File: src/rtl/seq_signed_divider.sv
// seq_signed_divider: multi-cycle signed divider, 16-bit dividend / 8-bit divisor.
// Restoring shift-subtract on magnitudes, one quotient bit per clock, then a sign fix-up.
// Shares the start/ready handshake of the 8x8 sequential signed multiplier.
// Optional macro SEQ_DIVIDER_ZERO_CHECK_EN: detect a zero divisor, skip the loop and
// return a saturated quotient with div_by_zero set.
//
// Handshake: start is a one-cycle request. Dividend/Divisor are sampled on the rising
// edge where start=1 and ready=1 (state IDLE or DONE). ready drops on that edge and rises
// again together with valid Quotient/Remainder. start seen while ready=0 is ignored.
module seq_signed_divider #(
    parameter int DW = 16,
    parameter int VW = 8
) (
    input  logic          clk,
    input  logic          rst_n,
    input  logic          start,
    input  logic [DW-1:0] Dividend,
    input  logic [VW-1:0] Divisor,
    output logic [DW-1:0] Quotient,
    output logic [VW-1:0] Remainder,
    output logic          ready,
    output logic          div_by_zero,
    output logic [1:0]    dbg_state_o
);

    localparam int CW = $clog2(DW);

    localparam logic [1:0] IDLE = 2'd0;
    localparam logic [1:0] CALC = 2'd1;
    localparam logic [1:0] FIX  = 2'd2;
    localparam logic [1:0] DONE = 2'd3;

    logic [1:0]    state_q, state_d;
    logic [DW-1:0] dvd_q, dvd_d;      // dividend magnitude; quotient bits shift in at the LSB
    logic [VW:0]   dvs_q, dvs_d;      // divisor magnitude, one extra bit so |-128| fits
    logic [VW:0]   rem_q, rem_d;      // partial remainder magnitude
    logic [CW-1:0] cnt_q, cnt_d;
    logic          sd_q, sd_d;        // dividend sign
    logic          sv_q, sv_d;        // divisor sign
    logic [DW-1:0] quot_q, quot_d;
    logic [VW-1:0] remo_q, remo_d;
    logic          ready_q, ready_d;
`ifdef SEQ_DIVIDER_ZERO_CHECK_EN
    logic          zero_q, zero_d;    // current operation has a zero divisor
    logic          dbz_q, dbz_d;
`endif

    // Operand magnitudes at the sampling edge
    logic [DW-1:0] dvd_abs;
    logic [VW:0]   dvs_ext;
    logic [VW:0]   dvs_abs;

    // One restoring iteration
    logic [VW:0]   shifted;
    logic [VW+1:0] diff;
    logic          q_bit;

    assign dvd_abs = Dividend[DW-1] ? -Dividend : Dividend;
    assign dvs_ext = {Divisor[VW-1], Divisor};
    assign dvs_abs = Divisor[VW-1] ? -dvs_ext : dvs_ext;

    // Partial remainder stays below the divisor magnitude (<=128), so its low VW bits
    // plus the incoming dividend bit always hold the shifted value.
    assign shifted = {rem_q[VW-1:0], dvd_q[DW-1]};
    assign diff    = {1'b0, shifted} - {1'b0, dvs_q};
    assign q_bit   = ~diff[VW+1];

    // Next-state and datapath for the handshake, the divide loop and the sign fix-up
    always_comb begin
        state_d = state_q;
        dvd_d   = dvd_q;
        dvs_d   = dvs_q;
        rem_d   = rem_q;
        cnt_d   = cnt_q;
        sd_d    = sd_q;
        sv_d    = sv_q;
        quot_d  = quot_q;
        remo_d  = remo_q;
        ready_d = ready_q;
`ifdef SEQ_DIVIDER_ZERO_CHECK_EN
        zero_d  = zero_q;
        dbz_d   = dbz_q;
`endif
        case (state_q)
            IDLE, DONE: begin
                if (start) begin
                    dvd_d   = dvd_abs;
                    dvs_d   = dvs_abs;
                    rem_d   = '0;
                    cnt_d   = CW'(DW - 1);
                    sd_d    = Dividend[DW-1];
                    sv_d    = Divisor[VW-1];
                    ready_d = 1'b0;
                    state_d = CALC;
`ifdef SEQ_DIVIDER_ZERO_CHECK_EN
                    dbz_d   = 1'b0;
                    zero_d  = (Divisor == '0);
                    // Keep the raw low dividend byte; it becomes the remainder.
                    if (Divisor == '0) rem_d = {1'b0, Dividend[VW-1:0]};
`endif
                end
            end
            CALC: begin
`ifdef SEQ_DIVIDER_ZERO_CHECK_EN
                if (zero_q) state_d = FIX;
                else
`endif
                begin
                    rem_d = q_bit ? diff[VW:0] : shifted;
                    dvd_d = {dvd_q[DW-2:0], q_bit};
                    cnt_d = cnt_q - CW'(1);
                    if (cnt_q == '0) state_d = FIX;
                end
            end
            FIX: begin
                // -32768 / -1 gives magnitude 32768, which wraps to 16'h8000 here.
                quot_d  = (sd_q ^ sv_q) ? -dvd_q : dvd_q;
                remo_d  = sd_q ? -rem_q[VW-1:0] : rem_q[VW-1:0];
`ifdef SEQ_DIVIDER_ZERO_CHECK_EN
                if (zero_q) begin
                    quot_d = sd_q ? {1'b1, {(DW-1){1'b0}}} : {1'b0, {(DW-1){1'b1}}};
                    remo_d = rem_q[VW-1:0];
                end
                dbz_d   = zero_q;
`endif
                ready_d = 1'b1;
                state_d = DONE;
            end
            default: state_d = IDLE;
        endcase
    end

    // State and datapath registers; reset aborts any operation in flight
    always_ff @(posedge clk or negedge rst_n) begin
        if (!rst_n) begin
            state_q <= IDLE;
            dvd_q   <= '0;
            dvs_q   <= '0;
            rem_q   <= '0;
            cnt_q   <= '0;
            sd_q    <= 1'b0;
            sv_q    <= 1'b0;
            quot_q  <= '0;
            remo_q  <= '0;
            ready_q <= 1'b1;
`ifdef SEQ_DIVIDER_ZERO_CHECK_EN
            zero_q  <= 1'b0;
            dbz_q   <= 1'b0;
`endif
        end else begin
            state_q <= state_d;
            dvd_q   <= dvd_d;
            dvs_q   <= dvs_d;
            rem_q   <= rem_d;
            cnt_q   <= cnt_d;
            sd_q    <= sd_d;
            sv_q    <= sv_d;
            quot_q  <= quot_d;
            remo_q  <= remo_d;
            ready_q <= ready_d;
`ifdef SEQ_DIVIDER_ZERO_CHECK_EN
            zero_q  <= zero_d;
            dbz_q   <= dbz_d;
`endif
        end
    end

    assign Quotient    = quot_q;
    assign Remainder   = remo_q;
    assign ready       = ready_q;
    assign dbg_state_o = state_q;
`ifdef SEQ_DIVIDER_ZERO_CHECK_EN
    assign div_by_zero = dbz_q;
`else
    assign div_by_zero = 1'b0;
`endif

endmodule

File: config.mk
export PLATFORM = sky130hd
export DESIGN_NAME = seq_signed_divider
export DESIGN_NICKNAME = d
export VERILOG_FILES = /design/src/rtl/seq_signed_divider.sv
export SDC_FILE = /design/constraint.sdc
export NUM_CORES = 1
export LEC_CHECK = 0
export ABC_AREA = 1
export BUFFER_PORTS_ARGS = -buffer_cell sky130_fd_sc_hd__buf_2
export CORE_UTILIZATION = 50
export DETAILED_ROUTE_END_ITERATION = 10
export HOLD_SLACK_MARGIN = 0.02
export PLACE_DENSITY = 0.82
export RECOVER_POWER = 100
export SLEW_MARGIN = 5
export SYNTH_ARGS = -nofsm -noshare
export SYNTH_HDL_FRONTEND = slang
export SYNTH_SLANG_ARGS = --single-unit
File: constraint.sdc
create_clock -name clk -period 3.9 [get_ports clk]
set_input_delay 1.17 -clock clk [delete_from_list [all_inputs] [get_ports clk]]
set_output_delay 1.17 -clock clk [all_outputs]
set_load 0.005 [all_outputs]
==> impl_metrics.xml, run 1 <==
<?xml version="1.0" encoding="UTF-8"?>
<metrics>
  <group name="flow_run">
    <metric name="cap_violations" unit="">0</metric>
  </group>
  <group name="power">
    <metric name="power.density" unit="mW/mm^2">929.2</metric>
    <metric name="netSwitchingPower" unit="uW">2195</metric>
    <metric name="part_of_the_power_in_registers" unit="">0.284</metric>
    <metric name="total_power" unit="uW">4520</metric>
    <metric name="power.combinational.fraction" unit="">0.560</metric>
    <metric name="cell_internal_pwr" unit="uW">2325</metric>
    <metric name="total_leakage_power" unit="uW">0.002555</metric>
    <metric name="power_frac_clock" unit="">0.156</metric>
    <metric name="vdd_ir_drop_max" unit="mV">0.4514</metric>
    <metric name="swShare" unit="">0.4857</metric>
  </group>
  <group name="clock_tree">
    <metric name="clock_latency" unit="ns">0.34</metric>
    <metric name="clock_transition_at_the_registers_of_the_reported_paths" unit="ns">0.07</metric>
    <metric name="htree_num_levels" unit="">3</metric>
    <metric name="post-cts-setup-buffer-count" unit="">0</metric>
    <metric name="numClockSinks" unit="">66</metric>
    <metric name="cts_tree" unit="">yes</metric>
    <metric name="clk_path_buf_depth" unit="">2</metric>
    <metric name="clock-root-buffer" unit="">clkbuf_8</metric>
    <metric name="cts_resizes" unit="">0</metric>
    <metric name="cts-buffers-inserted" unit="">9</metric>
    <metric name="cts_hold_repair.buffers" unit="">0</metric>
  </group>
  <group name="critical_path">
    <metric name="worst_setup_path_start_kind" unit="">input pin</metric>
    <metric name="cp-end-kind" unit="">async pin</metric>
    <metric name="worst_setup_path_endpoint" unit="">dvd_q[9]$_DFFE_PN0P_</metric>
    <metric name="critical_path.startpoint" unit="">rst_n</metric>
    <metric name="critical_path_required" unit="ns">4.15</metric>
    <metric name="worst-setup-path-type" unit="">in2async</metric>
    <metric name="worst-endpoint-arrival" unit="ns">3.01</metric>
    <metric name="critical_path.slowest_cell" unit="">clkbuf_1</metric>
    <metric name="critPathBufInv" unit="">2</metric>
    <metric name="r2r-end" unit="">cnt_q[3]$_DFFE_PN0P_</metric>
    <metric name="r2r_path_start" unit="">dbg_state_o[1]$_DFFE_PN0P_</metric>
    <metric name="critical_path_depth" unit="">2</metric>
    <metric name="path_delay_family" unit="">buffers and inverters</metric>
    <metric name="path_common_cell" unit="">clkbuf_1</metric>
    <metric name="critical_path.cell_chain" unit="">clkbuf_1 -&gt; clkbuf_1</metric>
    <metric name="reg2reg_depth" unit="">7</metric>
    <metric name="crit_path_max_incr_delay" unit="ns">0.97</metric>
    <metric name="timing.critical_path.fanout_max" unit="">24</metric>
    <metric name="regToRegSetupSlack" unit="ns">1.40</metric>
  </group>
  <group name="logic_synthesis">
    <metric name="yosysWarnings" unit="">0</metric>
    <metric name="synth_top_cell_by_area" unit="">dfrtp_1</metric>
    <metric name="mappedNetlistNets" unit="">667</metric>
    <metric name="synth_register_bits" unit="">66</metric>
    <metric name="simple_gate_portion_of_the_synthesized_area" unit="">0.3301</metric>
    <metric name="main_combinational_cell_family_by_area_after_synthesis" unit="">simple AND/OR/NAND/NOR gates</metric>
    <metric name="yosysSeqAreaShare" unit="">0.3769</metric>
    <metric name="avg_inst_size_synth" unit="um^2">7.051</metric>
    <metric name="synthesis.area" unit="mm^2">0.004385</metric>
    <metric name="synth-compound-area-share" unit="">0.1136</metric>
    <metric name="synth_largest_type_area_fraction" unit="">0.3709</metric>
    <metric name="netlist_instances" unit="">622</metric>
    <metric name="netlist_top_cells_area" unit="">dfrtp_1 37%, nand2_1 18%, nand3_1 6.6%</metric>
    <metric name="synth.mux.area_fraction" unit="">0</metric>
    <metric name="post_synthesis_adder_cell_area_fraction" unit="">0.05307</metric>
    <metric name="synth_cell_type_count" unit="">39</metric>
    <metric name="post_synth_xor_area_fraction" unit="">0.03395</metric>
  </group>
  <group name="detailed_routing">
    <metric name="detail_route.drc_violations" unit="">0</metric>
    <metric name="route.detailed.wl_per_inst" unit="um">13.44</metric>
    <metric name="ant_nets" unit="">0</metric>
    <metric name="drt-initial-drc-count" unit="">244</metric>
    <metric name="drt-pass1-iter-count" unit="">5</metric>
    <metric name="vias_per_cell" unit="">5.342</metric>
    <metric name="finalWirelength" unit="mm">10.50</metric>
    <metric name="dr_total_vias" unit="">4172</metric>
  </group>
  <group name="grt">
    <metric name="grt_pass1_vias" unit="">3864</metric>
    <metric name="grt_use_total" unit="">0.2528</metric>
    <metric name="antenna_found_initial" unit="">0</metric>
    <metric name="global_route_wire_length_before_repair" unit="mm">18.02</metric>
    <metric name="overflow_after_grt" unit="">0</metric>
    <metric name="grt_max_degree" unit="">34</metric>
  </group>
  <group name="floorplan">
    <metric name="i_o_pins" unit="">55</metric>
    <metric name="number_of_placement_rows" unit="">33</metric>
    <metric name="dieArea" unit="mm^2">0.009150</metric>
    <metric name="starting_density_of_the_core" unit="">0.5258</metric>
    <metric name="dieHeight" unit="um">95.66</metric>
    <metric name="core_region_area" unit="mm^2">0.008341</metric>
    <metric name="die_width" unit="um">95.66</metric>
  </group>
  <group name="hold_path">
    <metric name="hold_path.class" unit="">reg2reg</metric>
    <metric name="holdCritStartpoint" unit="">Remainder[7]$_DFFE_PN0P_</metric>
  </group>
  <group name="timing">
    <metric name="timing.final.setup_violations" unit="">0</metric>
    <metric name="unrepaired_setup_endpoints_after_global_routing" unit="">false</metric>
    <metric name="period_utilisation_layout" unit="">0.7072</metric>
    <metric name="relSlewSlack" unit="">0.1892</metric>
    <metric name="finalSetupTns" unit="ns">0</metric>
    <metric name="finalWorstPathRequiredPeriod" unit="ns">2.758</metric>
    <metric name="slew_viol_final" unit="">0</metric>
    <metric name="fmax" unit="MHz">362.6</metric>
    <metric name="tightest_slew" unit="ns">1.216</metric>
    <metric name="max_clock_skew" unit="ns">0.01286</metric>
    <metric name="hold_violations" unit="">0</metric>
  </group>
  <group name="placement">
    <metric name="hpwl" unit="mm">7.935</metric>
    <metric name="placement.io_buffers" unit="">53</metric>
    <metric name="globalplace.congestion" unit="">0.9810</metric>
  </group>
  <group name="layout">
    <metric name="areaGrowthSynthToFinish" unit="%">10.93</metric>
    <metric name="total_nets_final" unit="">716</metric>
    <metric name="drive_above_1_share" unit="">0.08432</metric>
    <metric name="antennaDiodeCount" unit="">0</metric>
  </group>
  <group name="run_status">
    <metric name="run_status" unit="">complete, no violations</metric>
  </group>
</metrics>
flip-flops by register name, summed over array words and instances (netlist names):
| name | flops |
|---|---|
| dvs_q | 9 |
| cnt_q | 4 |
| sd_q | 1 |
| Remainder | 8 |
| rem_q | 8 |
| dvd_q | 16 |
| ready | 1 |
| Quotient | 16 |
| dbg_state_o | 2 |
| sv_q | 1 |
layout by cell type, fill, tap and decap left out, drive strengths merged:
master,instances
o211ai,1
clkinvlp,1
o221ai,2
o31ai,3
clkinv,1
nor4,2
buf,30
xnor2,2
clkbuf,36
xor2,15
dfrtp,65
or2,1
conb,1
bufinv,3
dfstp,1
a31oi,4
o32ai,1
nand4,14
nand2,211
fa,1
a21oi,23
nand3b,2
ha,17
inv,81
nor2,47
nor3,1
nand3,60
o21ai,49
a22oi,1
synthesized netlist by cell type, drive strengths merged:
cell	number
nand2	211
inv	81
dfrtp	65
nand3	60
o21ai	49
nor2	47
a21oi	23
ha	17
xor2	15
nand4	14
buf	10
clkbuf	7
a31oi	4
o31ai	3
nand3b	2
nor4	2
o221ai	2
xnor2	2
a22oi	1
conb	1
dfstp	1
fa	1
nor3	1
o211ai	1
o32ai	1
or2	1
worst register-to-register path: stages (launching register included):
cell      delay (ns)
dfrtp_1         0.42
inv_1           0.09
ha_1            0.60
inv_1           0.40
o21ai_4         0.40
nand2_1         0.16
o31ai_1         0.22
nand3b_1        0.10
logic make-up after synthesis:
group,Yosys count
fa+ha+maj,18
buf+inv,98
flops,66
compound gates,84
simple gates,338
other cells,1
xor+xnor,17
stage by stage:
| step | std cells | hold WS (ns) | utilization | area [um^2] | setup slack, ns |
|---|---|---|---|---|---|
| after floorplan | 622 | 0.4530 | - | 4385 | 1.796 |
| after global placement | 765 | 0.4603 | 0.5641 | 4705 | 1.509 |
| after detailed placement | 765 | 0.4626 | 0.5641 | 4705 | 1.414 |
| after CTS | 781 | 0.4813 | 0.5933 | 4949 | 1.376 |
| after global routing | 781 | 0.5095 | 0.5833 | 4865 | 0.6891 |
| final | 781 | 0.4810 | 0.5833 | 4865 | 1.142 |
cell type report:
type,instances,area [um^2]
Clock buffer,11,141.4
Tap cell,105,131.4
Multi-Input combinational cell,458,2286
Clock inverter,5,102.6
Fill cell,781,3476
Timing Repair Buffer,55,241.5
Sequential cell,66,1653
Inverter,81,309.0
how the worst min path moves through the flow:
| stage | to | slack (ns) | cells after the start |
|---|---|---|---|
| finish | Remainder[7]$_DFFE_PN0P_ | 0.48 | 2 |
| global route | Quotient[15]$_DFFE_PN0P_ | 0.51 | 2 |
| CTS | Quotient[12]$_DFFE_PN0P_ | 0.48 | 2 |
| detailed placement | Quotient[12]$_DFFE_PN0P_ | 0.46 | 2 |
| global placement | Quotient[12]$_DFFE_PN0P_ | 0.46 | 2 |
| floorplan | dvs_q[2]$_DFFE_PN0P_ | 0.45 | 2 |
metal layers:
metal | track usage | wire [um] | vias to the layer above
met2 | 0.3946 | 4675 | 136
met3 | 0.03509 | 540 | 20
met4 | 0.08458 | 201 | 0
li1 | - | - | 2097
met5 | 0 | 0 | -
met1 | 0.3594 | 5083 | 1919
power groups by stage:
| stage | registers, uW | clock network [uW] | logic, uW |
|---|---|---|---|
| 6_report | 1280 | 704 | 2530 |
| 5_1_grt | 1330 | 739 | 2910 |
| 4_1_cts | 1270 | 709 | 2610 |
| 3_5_place_dp | 1280 | 0 | 2580 |
| 3_3_place_gp | 1270 | 0 | 2480 |
| 2_1_floorplan | 1220 | 0 | 2030 |
Note: power is estimated with default switching activity, not from simulation.
==> inputs of run 2 (changes only) <==
--- a/config.mk
+++ b/config.mk
@@ -10,7 +10,7 @@
 export CORE_UTILIZATION = 50
 export DETAILED_ROUTE_END_ITERATION = 10
 export HOLD_SLACK_MARGIN = 0.02
-export PLACE_DENSITY = 0.82
+export PLACE_DENSITY = 0.85
 export RECOVER_POWER = 100
 export SLEW_MARGIN = 5
 export SYNTH_ARGS = -nofsm -noshare
==> constraint.sdc (replaced) <==
create_clock -name clk -period 2.3 [get_ports clk]
set_input_delay 0.69 -clock clk [delete_from_list [all_inputs] [get_ports clk]]
set_output_delay 0.69 -clock clk [all_outputs]
set_load 0.005 [all_outputs]
==> impl_metrics.xml, run 2 (synthesized netlist as in run 1, its figures left out) <==
<?xml version="1.0" encoding="UTF-8"?>
<metrics>
  <group name="clock_tree">
    <metric name="clock_latency" unit="ns">0.35</metric>
    <metric name="numClockSinks" unit="">66</metric>
    <metric name="cts_hold_repair.buffers" unit="">0</metric>
    <metric name="cts-buffers-inserted" unit="">9</metric>
    <metric name="post-cts-setup-buffer-count" unit="">0</metric>
    <metric name="clock-root-buffer" unit="">clkbuf_8</metric>
    <metric name="cts_resizes" unit="">0</metric>
    <metric name="clock_transition_at_the_registers_of_the_reported_paths" unit="ns">0.07</metric>
    <metric name="cts_tree" unit="">yes</metric>
    <metric name="htree_num_levels" unit="">3</metric>
    <metric name="clk_path_buf_depth" unit="">2</metric>
  </group>
  <group name="timing">
    <metric name="fmax" unit="MHz">513.7</metric>
    <metric name="tightest_slew" unit="ns">1.602</metric>
    <metric name="relSlewSlack" unit="">-0.06787</metric>
    <metric name="period_utilisation_layout" unit="">0.8465</metric>
    <metric name="timing.final.setup_violations" unit="">0</metric>
    <metric name="finalWorstPathRequiredPeriod" unit="ns">1.947</metric>
    <metric name="unrepaired_setup_endpoints_after_global_routing" unit="">false</metric>
    <metric name="finalSetupTns" unit="ns">0</metric>
    <metric name="setup_slack" unit="ns">0.3532</metric>
    <metric name="slew_viol_final" unit="">67</metric>
    <metric name="max_clock_skew" unit="ns">0.007546</metric>
    <metric name="hold_violations" unit="">0</metric>
  </group>
  <group name="critical_path">
    <metric name="worst-setup-path-type" unit="">reg2reg</metric>
    <metric name="r2r_path_start" unit="">dbg_state_o[0]$_DFFE_PN0P_</metric>
    <metric name="cp-end-kind" unit="">flip-flop</metric>
    <metric name="worst_setup_path_start_kind" unit="">flip-flop</metric>
    <metric name="timing.critical_path.fanout_max" unit="">10</metric>
    <metric name="r2r-end" unit="">rem_q[7]$_DFFE_PN0P_</metric>
    <metric name="worst-endpoint-arrival" unit="ns">2.20</metric>
    <metric name="regToRegSetupSlack" unit="ns">0.35</metric>
    <metric name="critical_path_required" unit="ns">2.55</metric>
    <metric name="reg2reg_depth" unit="">9</metric>
  </group>
  <group name="flow_run">
    <metric name="cap_violations" unit="">1</metric>
  </group>
  <group name="power">
    <metric name="power.combinational.fraction" unit="">0.580</metric>
    <metric name="total_leakage_power" unit="uW">0.002576</metric>
    <metric name="cell_internal_pwr" unit="uW">3764</metric>
    <metric name="swShare" unit="">0.4998</metric>
    <metric name="vdd_ir_drop_max" unit="mV">0.9103</metric>
    <metric name="power_frac_clock" unit="">0.131</metric>
    <metric name="part_of_the_power_in_registers" unit="">0.289</metric>
    <metric name="netSwitchingPower" unit="uW">3762</metric>
    <metric name="power.density" unit="mW/mm^2">1548</metric>
  </group>
  <group name="detailed_routing">
    <metric name="route.detailed.wl_per_inst" unit="um">13.50</metric>
    <metric name="vias_per_cell" unit="">5.380</metric>
    <metric name="drt-pass1-iter-count" unit="">5</metric>
    <metric name="finalWirelength" unit="mm">10.58</metric>
    <metric name="drt-initial-drc-count" unit="">337</metric>
    <metric name="detail_route.drc_violations" unit="">0</metric>
    <metric name="dr_total_vias" unit="">4218</metric>
    <metric name="ant_nets" unit="">0</metric>
  </group>
  <group name="layout">
    <metric name="areaGrowthSynthToFinish" unit="%">10.87</metric>
    <metric name="total_nets_final" unit="">719</metric>
    <metric name="antennaDiodeCount" unit="">0</metric>
    <metric name="layout.cells.most_common_list" unit="">207 x nand2_1, 77 x inv_1, 65 x dfrtp_1</metric>
    <metric name="final_common_cell" unit="">nand2_1</metric>
    <metric name="drive_above_1_share" unit="">0.1046</metric>
  </group>
  <group name="grt">
    <metric name="grt_max_degree" unit="">67</metric>
    <metric name="grt_use_total" unit="">0.2560</metric>
    <metric name="antenna_found_initial" unit="">0</metric>
    <metric name="overflow_after_grt" unit="">0</metric>
    <metric name="global_route_wire_length_before_repair" unit="mm">17.94</metric>
    <metric name="grt_pass1_vias" unit="">3849</metric>
  </group>
  <group name="placement">
    <metric name="preCtsSetupSlack" unit="ns">0.4178</metric>
    <metric name="hpwl" unit="mm">7.990</metric>
    <metric name="placement.io_buffers" unit="">53</metric>
    <metric name="globalplace.congestion" unit="">0.9245</metric>
  </group>
  <group name="floorplan">
    <metric name="number_of_placement_rows" unit="">33</metric>
    <metric name="core_region_area" unit="mm^2">0.008341</metric>
    <metric name="starting_density_of_the_core" unit="">0.5258</metric>
    <metric name="dieArea" unit="mm^2">0.009150</metric>
    <metric name="i_o_pins" unit="">55</metric>
    <metric name="dieHeight" unit="um">95.66</metric>
    <metric name="die_width" unit="um">95.66</metric>
  </group>
  <group name="hold_path">
    <metric name="hold_path.class" unit="">reg2reg</metric>
    <metric name="min_delay_worst_endpoint" unit="">Quotient[13]$_DFFE_PN0P_</metric>
    <metric name="holdCritStartpoint" unit="">Quotient[13]$_DFFE_PN0P_</metric>
    <metric name="whs_path_depth" unit="">2</metric>
  </group>
  <group name="run_status">
    <metric name="failed_checks" unit="">capacitance limit, slew limit</metric>
    <metric name="run_status" unit="">finished, violations left</metric>
  </group>
</metrics>
-- run 2: changes by cell type in the layout (fill, tap and decap cells not counted), moves of 2 or more --
cell       previous run  this run
buf_2                28        35
clkbuf_1             26        19
clkbuf_2              0         3
buf_4                 0         2
bufinv_16             3         1
o21ai_0              42        44
o21ai_1               5         3
-- run 2: metrics by stage --
| stage | cells | utilization | cell area [um^2] | hold WS [ns] | total power, uW |
|---|---|---|---|---|---|
| finish | 784 | 0.5830 | 4862 | 0.4825 | 7526 |
| global route | 784 | 0.5830 | 4862 | 0.5134 | 8286 |
| CTS | 784 | 0.5918 | 4936 | 0.3583 | 7638 |
| detailed placement | 768 | 0.5683 | 4740 | 0.4653 | 6622 |
| global placement | 768 | 0.5683 | 4740 | 0.4612 | 6434 |
| floorplan | 622 | - | 4385 | 0.3944 | 5503 |
-- run 2: power groups by stage --
stage	clock, uW	sequential (uW)	combinational, uW
after floorplan	0	2070	3440
after global placement	0	2150	4280
after detailed placement	0	2180	4440
after CTS	998	2170	4470
after global routing	1060	2250	4990
final	985	2180	4360
-- run 2: cell type report --
cell class              count  area [um^2]
fillers                   802         3478
multi-input cells         458         2300
flip-flops and latches     66         1653
inverters                  81        309.0
repair buffers             58        272.8
clock buffers              12        145.1
well taps                 105        131.4
clock inverters             4        51.30
-- run 2: metal layers --
metal	up-vias	GRT usage	wire length, um
met4	0	0.08831	257
met2	152	0.4012	4804
met5	-	0	0
li1	2102	-	-
met3	26	0.05582	686
met1	1938	0.3497	4835
-- run 2: worst max path at each step --
stage	startpoint	to	cells after the start	slack, ns
after CTS	dbg_state_o[0]$_DFFE_PN0P_	dvd_q[5]$_DFFE_PN0P_	8	0.43
after floorplan	dbg_state_o[0]$_DFFE_PN0P_	dvd_q[15]$_DFFE_PN0P_	7	0.63
after global routing	dbg_state_o[0]$_DFFE_PN0P_	rem_q[7]$_DFFE_PN0P_	9	0.12
final	dbg_state_o[0]$_DFFE_PN0P_	rem_q[7]$_DFFE_PN0P_	9	0.35
after detailed placement	Dividend[0]	dvd_q[8]$_DFFE_PN0P_	10	0.42
after global placement	Dividend[0]	dvd_q[8]$_DFFE_PN0P_	10	0.46
-- run 2: critical path: stages (launching register included) --
cell,delay (ns)
dfrtp_1,0.41
inv_1,0.06
ha_1,0.43
clkinv_1,0.12
o21ai_0,0.36
inv_2,0.19
nand2_2,0.13
nand2_1,0.05
nand2_1,0.05
nand2_1,0.05
==> inputs of run 3 (changes only) <==
==> constraint.sdc (replaced) <==
create_clock -name clk -period 1.79 [get_ports clk]
set_input_delay 0.537 -clock clk [delete_from_list [all_inputs] [get_ports clk]]
set_output_delay 0.537 -clock clk [all_outputs]
set_load 0.005 [all_outputs]
==> impl_metrics.xml, run 3 (synthesized netlist as in run 1, its figures left out) <==
<?xml version="1.0" encoding="UTF-8"?>
<metrics>
  <group name="run_status">
    <metric name="run_status" unit="">complete, no violations</metric>
  </group>
  <group name="floorplan">
    <metric name="i_o_pins" unit="">55</metric>
    <metric name="dieHeight" unit="um">95.66</metric>
    <metric name="die_width" unit="um">95.66</metric>
    <metric name="dieArea" unit="mm^2">0.009150</metric>
    <metric name="core_region_area" unit="mm^2">0.008341</metric>
    <metric name="starting_density_of_the_core" unit="">0.5258</metric>
    <metric name="number_of_placement_rows" unit="">33</metric>
  </group>
  <group name="power">
    <metric name="netSwitchingPower" unit="uW">5035</metric>
    <metric name="power_frac_clock" unit="">0.104</metric>
    <metric name="part_of_the_power_in_registers" unit="">0.271</metric>
    <metric name="swShare" unit="">0.4990</metric>
    <metric name="power.combinational.fraction" unit="">0.625</metric>
    <metric name="cell_internal_pwr" unit="uW">5054</metric>
    <metric name="total_leakage_power" unit="uW">0.002654</metric>
    <metric name="vdd_ir_drop_max" unit="mV">1.170</metric>
    <metric name="power.density" unit="mW/mm^2">2000</metric>
    <metric name="total_power" unit="uW">10090</metric>
  </group>
  <group name="critical_path">
    <metric name="worst-setup-path-type" unit="">reg2reg</metric>
    <metric name="crit_path_max_incr_delay" unit="ns">0.43</metric>
    <metric name="critical_path.cell_chain" unit="">ha_1 -&gt; nand2_2 -&gt; inv_1 -&gt; a21oi_4 -&gt; buf_6 -&gt; nand4_1 -&gt; nand3_1 -&gt; nand2_1</metric>
    <metric name="timing.critical_path.fanout_max" unit="">7</metric>
    <metric name="worst-endpoint-arrival" unit="ns">1.92</metric>
    <metric name="critical_path_required" unit="ns">2.03</metric>
    <metric name="critical_path.slowest_cell" unit="">dfrtp_1</metric>
    <metric name="critPathBufInv" unit="">2</metric>
    <metric name="path_delay_family" unit="">flip-flops</metric>
    <metric name="worst_setup_path_start_kind" unit="">flip-flop</metric>
    <metric name="cp-end-kind" unit="">flip-flop</metric>
  </group>
  <group name="timing">
    <metric name="finalWorstPathRequiredPeriod" unit="ns">1.680</metric>
    <metric name="setup_slack" unit="ns">0.1098</metric>
    <metric name="fmax" unit="MHz">595.2</metric>
    <metric name="period_utilisation_layout" unit="">0.9387</metric>
    <metric name="max_clock_skew" unit="ns">0.009191</metric>
    <metric name="timing.final.setup_violations" unit="">0</metric>
    <metric name="hold_violations" unit="">0</metric>
    <metric name="tightest_slew" unit="ns">0.7436</metric>
    <metric name="slew_viol_final" unit="">0</metric>
    <metric name="relSlewSlack" unit="">0.5043</metric>
  </group>
  <group name="grt">
    <metric name="antenna_found_initial" unit="">0</metric>
    <metric name="global_route_wire_length_before_repair" unit="mm">18.34</metric>
    <metric name="overflow_after_grt" unit="">0</metric>
    <metric name="grt_pass1_vias" unit="">4018</metric>
    <metric name="grt_max_degree" unit="">55</metric>
    <metric name="grt_use_total" unit="">0.2598</metric>
  </group>
  <group name="layout">
    <metric name="area.sequential" unit="mm^2">0.001653</metric>
    <metric name="total_nets_final" unit="">738</metric>
    <metric name="antennaDiodeCount" unit="">0</metric>
    <metric name="final_common_cell" unit="">nand2_1</metric>
    <metric name="fill_cells" unit="">781</metric>
    <metric name="stdcell_area" unit="mm^2">0.005044</metric>
    <metric name="multi_input_area" unit="mm^2">0.002386</metric>
    <metric name="areaGrowthSynthToFinish" unit="%">15.01</metric>
    <metric name="layout.cells.most_common_list" unit="">203 x nand2_1, 75 x inv_1, 65 x dfrtp_1</metric>
    <metric name="drive_above_1_share" unit="">0.1449</metric>
    <metric name="core_utilization_of_the_finished_layout" unit="">0.6047</metric>
  </group>
  <group name="detailed_routing">
    <metric name="finalWirelength" unit="mm">10.94</metric>
    <metric name="drt-initial-drc-count" unit="">324</metric>
    <metric name="drt-pass1-iter-count" unit="">5</metric>
    <metric name="ant_nets" unit="">0</metric>
    <metric name="vias_per_cell" unit="">5.400</metric>
    <metric name="route.detailed.wl_per_inst" unit="um">13.64</metric>
    <metric name="dr_total_vias" unit="">4331</metric>
    <metric name="detail_route.drc_violations" unit="">0</metric>
  </group>
  <group name="clock_tree">
    <metric name="clock-root-buffer" unit="">clkbuf_8</metric>
    <metric name="numClockSinks" unit="">66</metric>
    <metric name="cts_hold_repair.buffers" unit="">0</metric>
    <metric name="cts-buffers-inserted" unit="">9</metric>
    <metric name="cts_tree" unit="">yes</metric>
    <metric name="htree_num_levels" unit="">3</metric>
    <metric name="clock_latency" unit="ns">0.35</metric>
    <metric name="clk_path_buf_depth" unit="">2</metric>
    <metric name="clock_transition_at_the_registers_of_the_reported_paths" unit="ns">0.07</metric>
  </group>
  <group name="hold_path">
    <metric name="hold_path.class" unit="">in2async</metric>
  </group>
  <group name="flow_run">
    <metric name="cap_violations" unit="">0</metric>
  </group>
  <group name="placement">
    <metric name="globalplace.congestion" unit="">0.8995</metric>
    <metric name="placement.cell_area" unit="mm^2">0.004867</metric>
    <metric name="hpwl" unit="mm">8.242</metric>
    <metric name="placement.io_buffers" unit="">53</metric>
    <metric name="preCtsSetupSlack" unit="ns">0.01934</metric>
  </group>
</metrics>
run 3: cell count changes in the layout (fill, tap and decap cells not counted), sizes merged:
cell	before	now
nand3	60	61
clkinv	3	2
clkinvlp	1	2
bufinv	1	0
clkbuf	32	35
buf	38	53
run 3: power by group through the flow:
| stage | Sequential (uW) | Clock, uW | Combinational (uW) |
|---|---|---|---|
| after floorplan | 2660 | 0 | 4410 |
| after global placement | 2710 | 0 | 5840 |
| after detailed placement | 2740 | 0 | 6080 |
| after CTS | 2720 | 1070 | 6120 |
| after global routing | 2820 | 1130 | 7170 |
| final | 2740 | 1050 | 6300 |
run 3: repair_timing:
item / 4_1_cts / 5_1_grt
endpoints found under the setup margin: 0 / 22
setup buffers: 0 / 1
gates resized for setup: 0 / 17
run 3: layout make-up:
class | count | share of cell area
Clock inverter | 3 | 0.003473
Sequential cell | 66 | 0.3277
Tap cell | 105 | 0.02605
Timing Repair Buffer | 76 | 0.08087
Multi-Input combinational cell | 459 | 0.4731
Inverter | 81 | 0.06202
Clock buffer | 12 | 0.02679
run 3: worst paths after layout:
check,start,to,slack [ns],depth (start not counted)
setup / recovery,rem_q[6]$_DFFE_PN0P_,rem_q[1]$_DFFE_PN0P_,0.11,8
hold / removal,rst_n,dvs_q[6]$_DFFE_PN0P_,0.21,1
setup reg to reg,rem_q[6]$_DFFE_PN0P_,rem_q[1]$_DFFE_PN0P_,0.11,8
hold reg to reg,Quotient[13]$_DFFE_PN0P_,Quotient[13]$_DFFE_PN0P_,0.48,2
max in group asynchronous,rst_n,Quotient[8]$_DFFE_PN0P_,0.32,2
min in group clk,Quotient[13]$_DFFE_PN0P_,Quotient[13]$_DFFE_PN0P_,0.48,2
run 3: metal layers:
layer  up-vias  part of all wire  GRT usage
met5         -                 0          0
met4         0             0.018    0.08582
met3        20             0.060    0.03429
met2       161              0.47     0.4286
met1      2007              0.45     0.3518
li1       2143                 -          -
run 3: through the flow:
stage,TNS (ns),hold WS [ns],std cells
final,0,0.2069,802
after global routing,-0.001238,0.2532,802
after CTS,0,0.07660,800
after detailed placement,0,0.4508,785
after global placement,0,0.4484,785
after floorplan,0,0.2414,622
